--- config.mk ---
export PLATFORM = sky130hd
export DESIGN_NAME = cfg_reg_bank
export DESIGN_NICKNAME = d
export VERILOG_FILES = /design/src/rtl/cfg_reg_bank.sv
export SDC_FILE = /design/constraint.sdc
export NUM_CORES = 1
export LEC_CHECK = 0
export BUFFER_PORTS_ARGS = -buffer_cell sky130_fd_sc_hd__clkbuf_2
export CAP_MARGIN = 40
export CORE_ASPECT_RATIO = 1.75
export CORE_MARGIN = 3
export CORE_UTILIZATION = 30
export CTS_CLUSTER_DIAMETER = 120
export DETAILED_ROUTE_END_ITERATION = 10
export GPL_TIMING_DRIVEN = 0
export PLACE_DENSITY_LB_ADDON = 0.1
export SLEW_MARGIN = 20
export SYNTH_ARGS = -nofsm -noshare
export SYNTH_HDL_FRONTEND = slang
export SYNTH_SLANG_ARGS = --single-unit
--- constraint.sdc ---
create_clock -name SCK -period 26.1 [get_ports SCK]
set_input_delay 2.61 -clock SCK [delete_from_list [all_inputs] [get_ports SCK]]
set_output_delay 2.61 -clock SCK [all_outputs]
set_load 0.02 [all_outputs]
--- src/rtl/cfg_reg_bank.sv ---
// cfg_reg_bank
//   Double-buffered configuration register file. Command-side writes land in
//   a shadow array. A commit strobe copies the whole shadow array into the
//   active array in one edge. The active array drives the packed cfg_data bus.
//   The block also provides per-register write protection, a global lock,
//   self-clearing pulse registers, registered read-back and a count of
//   rejected writes.
//
// Ports
//   SCK        clock; all state updates happen on the rising edge
//   RST        asynchronous, active-high reset
//   reg_addr   write address
//   reg_value  write data
//   wr_en      write request
//   commit     shadow-to-active transfer request
//   lock       level input; while high, every write is rejected
//   rd_addr    read-back address (reads the shadow array)
//   rd_data    registered shadow read-back, one cycle of latency
//   cfg_data   packed active array; register i sits at [i*DATA_W +: DATA_W]
//   pending    high when an accepted write has not been committed yet
//   wr_err     one-cycle pulse after a rejected write
//   err_cnt    saturating count of rejected writes
module cfg_reg_bank #(
  parameter int                  NUM_REGS = 36,
  parameter int                  DATA_W   = 8,
  parameter int                  ADDR_W   = 6,
  parameter int                  OUT_W    = 512,
  parameter logic [NUM_REGS-1:0] WMASK    = '1,
  parameter logic [NUM_REGS-1:0] SCMASK   = '0,
  parameter int                  ERR_W    = 8
) (
  input  logic              SCK,
  input  logic              RST,
  input  logic [ADDR_W-1:0] reg_addr,
  input  logic [DATA_W-1:0] reg_value,
  input  logic              wr_en,
  input  logic              commit,
  input  logic              lock,
  input  logic [ADDR_W-1:0] rd_addr,
  output logic [DATA_W-1:0] rd_data,
  output logic [OUT_W-1:0]  cfg_data,
  output logic              pending,
  output logic              wr_err,
  output logic [ERR_W-1:0]  err_cnt
);

  // Reject parameter sets that cannot be packed onto the bus or addressed.
  if (OUT_W < NUM_REGS * DATA_W) begin : g_bad_out_w
    $fatal(1, "cfg_reg_bank: OUT_W too small for NUM_REGS*DATA_W");
  end
  if (NUM_REGS > (1 << ADDR_W)) begin : g_bad_addr_w
    $fatal(1, "cfg_reg_bank: NUM_REGS exceeds 2**ADDR_W");
  end

  logic [DATA_W-1:0]   shadow [NUM_REGS];
  logic [DATA_W-1:0]   active [NUM_REGS];
  logic [NUM_REGS-1:0] wr_hit;
  logic                wr_accept;
  logic                wr_reject;
  logic [DATA_W-1:0]   rd_next;

  // Address decode is done as a one-hot compare per register. Out-of-range
  // addresses therefore match nothing, and no array index can go past the end.
  // A read-only register never gets a hit. Its shadow and active entries
  // keep their reset value.
  always_comb begin
    wr_hit  = '0;
    rd_next = '0;
    for (int i = 0; i < NUM_REGS; i++) begin
      if (wr_en && !lock && WMASK[i] && (reg_addr == ADDR_W'(i)))
        wr_hit[i] = 1'b1;
      if (rd_addr == ADDR_W'(i))
        rd_next = shadow[i];
    end
    wr_accept = |wr_hit;
    wr_reject = wr_en && !wr_accept;
  end

  // Shadow/active update.
  // On commit, a write accepted at the same edge is forwarded into active.
  // Self-clearing registers wipe their shadow entry on commit, so the pulse
  // cannot be committed a second time. Outside a commit, their active entry
  // drops back to zero after one cycle.
  always_ff @(posedge SCK or posedge RST) begin
    if (RST) begin
      for (int i = 0; i < NUM_REGS; i++) begin
        shadow[i] <= '0;
        active[i] <= '0;
      end
    end else begin
      for (int i = 0; i < NUM_REGS; i++) begin
        if (commit)
          active[i] <= wr_hit[i] ? reg_value : shadow[i];
        else if (SCMASK[i])
          active[i] <= '0;

        if (commit && SCMASK[i])
          shadow[i] <= '0;
        else if (wr_hit[i])
          shadow[i] <= reg_value;
      end
    end
  end

  // Read-back, pending flag and error accounting.
  // rd_data deliberately samples the pre-write shadow value (no bypass).
  always_ff @(posedge SCK or posedge RST) begin
    if (RST) begin
      rd_data <= '0;
      pending <= 1'b0;
      wr_err  <= 1'b0;
      err_cnt <= '0;
    end else begin
      rd_data <= rd_next;
      wr_err  <= wr_reject;
      if (commit)
        pending <= 1'b0;
      else if (wr_accept)
        pending <= 1'b1;
      if (wr_reject && (err_cnt != {ERR_W{1'b1}}))
        err_cnt <= err_cnt + 1'b1;
    end
  end

  // Pack the active array onto the bus. Unused upper bits stay zero.
  always_comb begin
    cfg_data = '0;
    for (int i = 0; i < NUM_REGS; i++)
      cfg_data[i*DATA_W +: DATA_W] = active[i];
  end

endmodule

Word-level counts from Yosys, hierarchy flattened
Index checks and enable logic that the tools add are counted.
Widths: inputs -> output; s select.

operators by class
  $add $sub $neg = 1
  eq/ne operators = 71
  muxes and demuxes = 110
  reductions and logical operators = 45

operators by type and width
  kind                 number
  $mux 8               72
  $eq 6x5->1 const B   32
  $eq 6x4->1 const B   16
  $eq 6x3->1 const B   8
  $eq 6x6->1 const B   8
  $logic_and 1x1->1    39
  $mux 1               38
  $reduce_or 36->1     1
  $eq 6x2->1 const B   4
  $eq 6x1->1 const B   2
  $logic_not 6->1      2
  $add 8x1->8 const B  1
  $ne 8x8->1 const B   1
  $logic_not 1->1      2
  $reduce_bool 2->1    1

word-level totals
  flip-flop bits (word level) = 594
  input port bits = 25
  output and inout bits = 530
  word-level logic and storage cells = 303

Longest topological paths before layout
  word-level depth = 37
  gate-level depth with buffers = 11
  gate-level depth less buffers = 6

Least setup slack after synthesis
OpenSTA, ideal clock, no wires.

  kind = input-to-reg
  start = input port reg_addr[4]
  end = register active, in the netlist cfg_data[88]
  arrival = 4,245 ps
  data required time = 25,975 ps
  setup slack = 21,730 ps
  cell stages on the path = 8
  cell sequence = nor3b_2 > nor2b_1 > buf_4 > nor3b_4 > nor2b_1 > buf_2 > mux2_2 > mux2_2

between the ends
  longest elaborated chain between the ends = 4

RTL lines
  what                           line  text
  start, declared                34    input logic [ADDR_W-1:0] reg_addr,
  $eq 6x4->1                     70    if (wr_en && !lock && WMASK[i] && (reg_addr == ADDR_W'(i)))
  $logic_and 1x1->1              70
  $mux 1                         70
  $mux 8                         93    active[i] <= wr_hit[i] ? reg_value : shadow[i];
  end signal, assigned by index  93
  end, declared                  56    logic [DATA_W-1:0] active [NUM_REGS];

Every way passes these cells.
A chain may end at the register's enable or synchronous reset.

Worst setup path in the final report
  start = input port rd_addr[1]
  end = register rd_data[6]

between the ends
  longest elaborated chain between the ends = 37
  elaborated cells on any way between the ends = 72
  those cells by class = eq/ne (35); mux (36); reduce/logical (1)

RTL lines
  what                   line  text
  start, declared        39    input logic [ADDR_W-1:0] rd_addr,
  $logic_not 6->1        72    if (rd_addr == ADDR_W'(i))
  $mux 8 (35 in series)  72
  $mux 8 *               72
  net rd_next[6]         60    logic [DATA_W-1:0] rd_next;
  end signal, assigned   114   rd_data <= rd_next;
  end, declared          40    output logic [DATA_W-1:0] rd_data,

Mark *: on every way through the listed nets, which the timed path passes. The rest lies on a longest branch.

==> summary.txt <==
Outcome
  – Outcome: finished, final reports clean

Worst setup path
  – Worst reg2reg endpoint: rd_data[6]
  – CP bufs+invs: 5
  – Reg-to-reg slack, setup: 23.62 ns
  – Worst-path fanout max: 10
  – CP peak stage delay: 0.67 ns
  – Slowest stage cell, crit path: a211oi_1
  – Worst path top cell family by delay: buffers and inverters
  – Worst setup SP type: input pin
  – Most used cell, CP: buf_2
  – R2r startpoint: shadow[94]
  – CP endpoint kind: flip-flop
  – Req. time, crit path: 26.58 ns
  – Cell count of the worst reg-to-reg path: 6
  – Setup CP Type: input pin to flip-flop
  – Critical Path Start: rd_addr[1]
  – Worst path arrival time: 6.20 ns
  – CP Cell Sequence: clkbuf_2 -> buf_2 -> buf_2 -> buf_2 -> buf_2 -> o22ai_1 -> a211oi_1 -> o221ai_1 -> a31oi_1
  – Critical path depth in cells: 9
  – Critical path endpoint: rd_data[6]

Clocking
  – CTS buffer count: 55
  – Clk root buf: clkbuf_16
  – Post CTS Setup Buffer Count: 0
  – Post-CTS Resized: 0
  – H-Tree Depth: 2
  – CTS tree: built
  – CTS sink cnt: 594
  – Clock transition at the registers of the reported paths: 0.07 ns
  – Max clock buf depth: 3
  – Hold bufs inserted after CTS: 0
  – Clock latency on the worst-skew pair: 0.64 ns

Detailed routing
  – WL met2: 63000 µm
  – Pre-antenna DRT Iters: 5
  – Total detailed-routing wirelength: 121000 µm
  – DRT iter0 DRCs: 1323
  – Wirelength per Cell: 30.1 µm
  – Residual DRC: 0
  – M1 WL: 44300 µm
  – Via density: 4.95
  – DR top layer: met5
  – WL met3: 5790 µm
  – Via Count: 19929
  – Post-route antenna net violation count: 0

STA
  – Final Hold Fails: 0
  – Final-report max-slew violation count: 0
  – Clock Skews: 0.0279 ns
  – Max Clock Freq: 175 MHz
  – RSZ-0062 raised after global routing: false
  – Total negative slack: 0 ns
  – Setup-failing EPs final: 0
  – Worst slew pin tran: 0.913 ns
  – Max_slew headroom: 38.7%
  – Final period util: 21.9%
  – Final worst path period need: 5.73 ns

Final layout
  – Nets: 2818
  – Area delta synth->final: 23.2%
  – Final std cells w/o fill: 4024
  – Most common cell after layout, fill and taps aside: dfrtp_1
  – Commonest cells after routing, fill and taps aside: 594 x dfrtp_1, 578 x mux2_2, 331 x clkbuf_2, 237 x buf_4, 224 x conb_1
  – Util after Layout: 37.5%
  – Fraction of layout cells with a size suffix above 1: 48.3%

Synth
  – Post-synth EDFFs: 0
  – Yosys reg bits: 594
  – Synth Area per Inst: 12.9 µm²
  – Count of cell types in the netlist: 88
  – Sequential share of the synthesized area: 53.7%
  – Primary FF master, synth: dfrtp_1
  – Post-synthesis async set-or-reset flop share: 100%
  – Syn. warnings: 0
  – Synth Cell Area: 0.0277 mm²
  – Mapped Cells: 2142

Floorplanning
  – Core area: 0.0910 mm²
  – Ports: 555
  – Starting Density: 30.4%
  – Die Area: 0.0961 mm²
  – # rows: 146
  – Die Y: 408 µm
  – Die W: 236 µm

Pwr
  – Pwr/cell area: 68.8 mW/mm²
  – LEAKAGE: 17.3 nW
  – Max IR drop VDD: 57.3 µV

Min path
  – Hold_sp: err_cnt[4]
  – Worst min-delay path class: flip-flop to flip-flop

Run
  – Maximum Capacitance Violations: 0

Placement
  – Port buffer count: 326
  – Placer Congestion: 0.962
  – DP HPWL: 95400 µm
  – Placed insts: 3916

Global routing
  – Antenna violations before repair: 5
  – Largest net degree at the start of global routing: 108
  – GR Util All Layers: 24.6%
  – Total gr overflow: 0
  – First-pass GRT wire length: 168000 µm
  – Vias in the first global route: 20966
sequential cells by signal, summed over array words and instances, names as in the netlist:
signal and count:
wr_err 1, err_cnt 8, pending 1, cfg_data 288
rd_data 8, shadow 288
final cells by class:
| type | count | area, µm² |
|---|---|---|
| fillers | 9021 | 56900 |
| flip-flops and latches | 594 | 14900 |
| multi-input cells | 1401 | 11400 |
| plain buffers | 355 | 2290 |
| repair buffers | 370 | 2190 |
| clock buffers | 73 | 1560 |
| well taps | 1184 | 1480 |
| clock inverters | 29 | 290 |
| inverters | 15 | 63.8 |
| diodes | 3 | 7.51 |
cells in the mapped netlist, types with 23 or more instances:
| cell type | count | area [µm²] |
|---|---|---|
| a21oi_1 | 46 | 230 |
| mux2_2 | 578 | 6510 |
| nand2_1 | 63 | 236 |
| buf_2 | 36 | 180 |
| buf_4 | 233 | 1750 |
| a211oi_1 | 23 | 173 |
| nor3_1 | 30 | 150 |
| o21ai_0 | 55 | 275 |
| mux2i_1 | 23 | 230 |
| clkbuf_1 | 77 | 289 |
| nand3_1 | 36 | 180 |
| nor2_1 | 44 | 165 |
| dfrtp_1 | 594 | 14900 |
worst register-to-register path, delay by kind of cell, from the launching register on:
| family | cells | cell delay (ns) |
|---|---|---|
| multiplexers | 1 | 0.17 |
| AO/OA/AOI/OAI | 4 | 1.49 |
| AND/OR/NAND/NOR | 1 | 0.19 |
| flip-flops | 1 | 0.48 |
power by group:
part           internal (W)  switching [W]  leakage (nW)
registers           0.00101      0.0000684          8.04
logic              0.000155       0.000270          8.41
clock network      0.000462       0.000384         0.886
cells by family after synthesis:
family	share of synthesized area, %
AOI/OAI and AO/OA	6.45
xor gates and xnor gates	0.253
DFF	53.7
and+or+nand+nor	6.25
adders and majority gates	0.0452
muxes	24.9
buffers and inverters	8.44
other	0.0135
worst min path at each step:
| stage | slack, ns | end | cells past startpoint |
|---|---|---|---|
| after floorplan | 0.47 | shadow[227] | 1 |
| final | 0.50 | err_cnt[4] | 1 |
| after detailed placement | 0.49 | err_cnt[4] | 1 |
| after global placement | 0.49 | err_cnt[4] | 1 |
| after CTS | 0.51 | err_cnt[4] | 1 |
| after global routing | 0.52 | cfg_data[113] | 1 |
through the flow:
| stage | hold slack [ns] | setup WS (ns) | cell area (µm²) | total power, W |
|---|---|---|---|---|
| floorplan | 0.475 | 6.87 | 28500 | 0.00133 |
| global placement | 0.487 | 0.0988 | 31600 | 0.00151 |
| detailed placement | 0.487 | 19.82 | 32200 | 0.00152 |
| CTS | 0.505 | 20.50 | 34100 | 0.00237 |
| global route | 0.516 | 20.58 | 34100 | 0.00244 |
| finish | 0.501 | 20.37 | 34100 | 0.00235 |
layer usage:
metal,global-route usage (%),vias up
met3,3.57,234
li1,-,8598
met2,44.8,865
met4,13.6,2
met5,0,-
met1,27.2,10230
(Power assumes the default switching activity.)
